[src/rtl/axis_adc_ddr_capture.sv]
// axis_adc_ddr_capture: DDR ADC capture with per-channel ramp lock/error checking
// and a never-stalling AXI4-Stream output whose drops are flagged by overrun.
module axis_adc_ddr_capture #(
  parameter int NUM_CHANNELS   = 2,
  parameter int DDR_DATA_WIDTH = 7,
  parameter int LANE_WIDTH     = 16,
  parameter int LOCK_COUNT     = 64,
  parameter int ERR_CNT_WIDTH  = 16
) (
  input  logic                                   aclk,
  input  logic                                   aresetn,
  input  logic [NUM_CHANNELS*DDR_DATA_WIDTH-1:0] adc_dat_in,
  input  logic [NUM_CHANNELS-1:0]                edge_swap,
  input  logic                                   pattern_en,
  input  logic                                   err_clr,
  input  logic                                   m_axis_tready,
  output logic                                   m_axis_tvalid,
  output logic [NUM_CHANNELS*LANE_WIDTH-1:0]     m_axis_tdata,
  output logic [NUM_CHANNELS-1:0]                pattern_locked,
  output logic [NUM_CHANNELS*ERR_CNT_WIDTH-1:0]  err_count,
  output logic                                   overrun
);
  localparam int SW = 2*DDR_DATA_WIDTH;
  localparam int RW = $clog2(LOCK_COUNT);
  typedef enum logic {SEARCH, LOCKED} state_t;
  logic       w_iddr_rst;
  logic [1:0] r_vld;
  logic       r_ovr;
  assign w_iddr_rst    = ~aresetn;
  assign m_axis_tvalid = r_vld[1];
  assign overrun       = r_ovr;
  always_ff @(posedge aclk or negedge aresetn) begin
    if (!aresetn) begin
      r_vld <= '0;
      r_ovr <= 1'b0;
    end else begin
      r_vld <= {r_vld[0], 1'b1};
      r_ovr <= err_clr ? 1'b0 : (r_ovr | (r_vld[1] & ~m_axis_tready));
    end
  end
  genvar c;
  generate
    for (c = 0; c < NUM_CHANNELS; c++) begin : g_ch
      logic [DDR_DATA_WIDTH-1:0] w_pin, r_rise, r_fall, r_q1, r_q2;
      logic [SW-1:0]             w_s, r_s;
      logic                      w_ok, r_prm, r_lock;
      logic [RW-1:0]             r_run;
      logic [ERR_CNT_WIDTH-1:0]  r_err;
      state_t                    r_st;
      assign w_pin = adc_dat_in[c*DDR_DATA_WIDTH +: DDR_DATA_WIDTH];
      // Behavioural IDDR in SAME_EDGE_PIPELINED mode: both halves re-registered on the rising edge
      always_ff @(posedge aclk or posedge w_iddr_rst) begin
        if (w_iddr_rst) begin
          r_rise <= '0;
          r_q1   <= '0;
          r_q2   <= '0;
        end else begin
          r_rise <= w_pin;
          r_q1   <= r_rise;
          r_q2   <= r_fall;
        end
      end
      always_ff @(negedge aclk or posedge w_iddr_rst) begin
        if (w_iddr_rst) r_fall <= '0;
        else r_fall <= w_pin;
      end
      always_comb begin
        w_s = '0;
        for (int j = 0; j < DDR_DATA_WIDTH; j++) begin
          w_s[2*j]   = edge_swap[c] ? r_q2[j] : r_q1[j];
          w_s[2*j+1] = edge_swap[c] ? r_q1[j] : r_q2[j];
        end
      end
      // The incoming sample is judged against the one currently held in the output register
      assign w_ok = (w_s == r_s + SW'(1));
      always_ff @(posedge aclk or negedge aresetn) begin
        if (!aresetn) begin
          r_s    <= '0;
          r_prm  <= 1'b0;
          r_st   <= SEARCH;
          r_run  <= '0;
          r_lock <= 1'b0;
          r_err  <= '0;
        end else begin
          r_s   <= w_s;
          r_prm <= pattern_en;
          if (!pattern_en || (r_prm && !w_ok)) begin
            r_st   <= SEARCH;
            r_run  <= '0;
            r_lock <= 1'b0;
          end else if (r_prm && r_st == SEARCH) begin
            if (r_run == RW'(LOCK_COUNT-1)) begin
              r_st   <= LOCKED;
              r_run  <= '0;
              r_lock <= 1'b1;
            end else r_run <= r_run + RW'(1);
          end
          if (err_clr) r_err <= '0;
          else if (pattern_en && r_prm && !w_ok && r_err != '1) r_err <= r_err + ERR_CNT_WIDTH'(1);
        end
      end
      assign m_axis_tdata[c*LANE_WIDTH +: LANE_WIDTH]     = LANE_WIDTH'(r_s);
      assign pattern_locked[c]                            = r_lock;
      assign err_count[c*ERR_CNT_WIDTH +: ERR_CNT_WIDTH] = r_err;
    end
  endgenerate
endmodule

[config.mk]
export PLATFORM = sky130hd
export DESIGN_NAME = axis_adc_ddr_capture
export DESIGN_NICKNAME = d
export VERILOG_FILES = /design/src/rtl/axis_adc_ddr_capture.sv
export SDC_FILE = /design/constraint.sdc
export NUM_CORES = 1
export LEC_CHECK = 0
export ABC_AREA = 1
export CAP_MARGIN = 20
export CORE_MARGIN = 4
export CORE_UTILIZATION = 40
export CTS_BUF_LIST = sky130_fd_sc_hd__clkbuf_8
export DETAILED_ROUTE_END_ITERATION = 12
export HOLD_SLACK_MARGIN = 0.08
export PLACE_DENSITY = 0.72
export SYNTH_ARGS = -nofsm -noshare
export SYNTH_HDL_FRONTEND = slang
export SYNTH_SLANG_ARGS = --single-unit
[constraint.sdc]
create_clock -name aclk -period 2.4 [get_ports aclk]
set_input_delay 0.48 -clock aclk [delete_from_list [all_inputs] [get_ports aclk]]
set_output_delay 0.48 -clock aclk [all_outputs]
set_load 0.05 [all_outputs]
==> out/metrics.cfg <==
[worst_setup_path]
cp_max_fo=6
crit_path_start_kind=register
path_cells=clkdlybuf4s50_1
crit_buf_inv=1
critPathKind=reg2out
cp_slowest_cell=clkdlybuf4s50_1
critical-path-max-stage-delay_ns=0.86
worst-r2r-cell-count=16
worst-path-stages=1
critPathArrivalTime_ns=1.80
cp_top_family=buffers and inverters
crit_path_end_kind=output port
required_ns=1.92

[timing]
hold_viol_final=0
setup_viol=0
skew_ns=0.0519
worstMarginPinSlew_ns=0.654
min_period_ns=2.28
fmax_mhz=438
min_period_over_period_pct=95.2
relSlewSlack_pct=56.4
whs_ns=0.349
rsz0062_at_grt=no
drv_slew=0

[synthesis]
syn_inst=884
yosys_warnings=0
synth.top_cell.area_share_pct=43.5
synth_seq_cells=134
yosys.area.top_type=dfrtp_1
yosysSeqAreaShare_pct=48.5
yosysUniqueCellTypes=36
syn_area_sq_mm=0.00691
avgSynthCellArea_sq_um=7.81
synth.area.top_cells=dfrtp_1, nand2_1, nand3_1, inv_1, dfrtn_1

[place]
gp_congestion=0.871
place_hpwl_um=11300
portBuffers=84
place_area_sq_mm=0.00815

[power]
p_total_mw=5.02
p_leak_nw=4.38
powerDensity_mw_per_mm2=586
vdd_drop_max_mv=0.357

[drt]
drc=0
num_vias=5954
drt_iter0_drc=281
drtAntennaViolNets=0
routed_wl_um=15500
wl_per_cell_um=12.6
viasPerCell=4.84
dr.pass1.iters=4

[finish]
diodes=0
layout_commonest_cell=nand2_1
synthToLayoutAreaGrowth_pct=24.2
fillers=1596
final_area_sq_mm=0.00858
drive_gt1_share_pct=9.20
final_util_pct=51.2
layout.nets=1026
final_cell_mix=nand2_1, dfrtp_1, inv_1

[die]
start_util_pct=41.2
core_sq_mm=0.0168
chipHeight_um=139
pin_count=89
die_area_sq_mm=0.0194
fp-row-count=47
fp.dieW_um=139

[clock_tree]
clock_path_buffers=2
cts.reportedPaths.clkPinSlew_ns=0.08
clock_sinks=134
cts_buffers=17
htree_levels=4
root_buffer=clkbuf_8
cts_tree=yes
worstSkewPairLatency_ns=0.44
cts_setup_buffers=0

[grt]
grt_overflow=0
grt_usage_pct=16.6
grt_start_max_net_pins=65
antenna_found_initial=0
grt_pass1_wl_um=27000
grt_pass1_vias=5747

[worst_hold_path]
hold_depth=0
min_path_type=reg2reg

[flow_run]
timing.max_cap.violations=0

[status]
status=completed

==> power by group <==
| group | total (mW) | switching (mW) | internal (mW) |
|---|---|---|---|
| Clock | 1.84 | 0.916 | 0.926 |
| Sequential | 2.43 | 0.0800 | 2.35 |
| Combinational | 0.752 | 0.494 | 0.258 |
| Total | 5.02 | 1.49 | 3.54 |
==> worst paths after layout <==
check	startpoint	to	slack, ns
worst max register to register	g_ch[0].r_s[1]$_DFF_PN0_	g_ch[0].r_err[0]$_DFFE_PN0P_	0.20
max in group asynchronous	aresetn	g_ch[1].r_fall[5]$_DFF_NN0_	0.41
worst min-delay path	g_ch[1].r_rise[5]$_DFF_PN0_	g_ch[1].r_q1[5]$_DFF_PN0_	0.35
worst max-delay path	g_ch[0].r_err[12]$_DFFE_PN0P_	err_count[12]	0.12
worst min register to register	g_ch[1].r_rise[5]$_DFF_PN0_	g_ch[1].r_q1[5]$_DFF_PN0_	0.35
min in group asynchronous	aresetn	g_ch[0].r_rise[1]$_DFF_PN0_	0.50
==> flip-flops by register name, summed over array words and instances, names as in the netlist <==
register,count
g_ch.r_st,2
g_ch.r_s,28
g_ch.r_prm,1
g_ch.r_q2,14
g_ch.r_fall,14
g_ch.r_run,12
g_ch.r_q1,14
g_ch.r_err,32
r_vld,2
overrun,1
g_ch.r_rise,14
==> synth_stat cells <==
master    count
dfrtp_1     120
nand2_8       2
o21bai_2      2
inv_1       110
clkbuf_1      8
inv_2         3
nor4_1        2
dfrtn_1      14
nor2_2        3
nand2_2       5
or3_1         1
nand3b_1      6
or2_2         1
nor3b_1       1
nand4_1      55
buf_8         1
o211ai_1      2
nand2_1     282
clkinv_1      1
or2_1         2
nor2_1       75
o21ai_1       7
o21bai_1      1
ha_1          6
a21oi_1       6
nand3_1      95
conb_1        2
buf_4         9
buf_6         6
xnor2_1       2
a41oi_2       1
o21ai_0       9
nor2_4        1
xor2_1       29
buf_2         5
nor3_1        9
==> per-stage QoR <==
stage / instances / setup WS, ns / setup TNS, ns
after global routing: 1231 / 0.00311 / 0
after global placement: 1199 / -0.270 / -9.20
final: 1231 / 0.115 / 0
after detailed placement: 1199 / -0.360 / -11.15
after floorplan: 887 / 0.00789 / 0
after CTS: 1231 / 0.0457 / 0
==> cells by family (layout without fill, tap and decap cells) <==
group	count (synthesis)	count (layout)	synth area share, %
AND/OR/NAND/NOR	540	540	34.7
buffers and inverters	143	267	9.16
flip-flops	134	134	48.5
XOR/XNOR	31	31	3.93
AO/OA/AOI/OAI	28	28	2.48
adder cells (fa/ha/maj)	6	6	1.09
other	2	5	0.109
==> routing by layer <==
layer	part of all wire, %	global-route usage [%]	wire [um]	up-vias
met5	0	0	0	-
met4	1.6	4.99	243	0
met3	4.1	4.56	643	20
met2	47	26.9	7280	116
met1	47	21.8	7370	2773
li1	-	-	-	3045
==> final cells by class <==
| type | count | area, sq um | area share (%) |
|---|---|---|---|
| sequential | 134 | 3350 | 39.1 |
| multi-input combinational | 610 | 2950 | 34.4 |
| timing repair buffer | 122 | 1180 | 13.7 |
| inverter | 114 | 430 | 5.02 |
| tap | 220 | 275 | 3.21 |
| clock buffer | 17 | 234 | 2.73 |
| clock inverter | 14 | 154 | 1.79 |
==> what timing repair did <==
action / CTS / global route
setup endpoints to repair: 0 / 40
gates resized for setup: 0 / 11
hold buffers: 1 / 0
endpoints found under the hold margin: 26 / 0
Note: power is estimated with default switching activity, not from simulation.
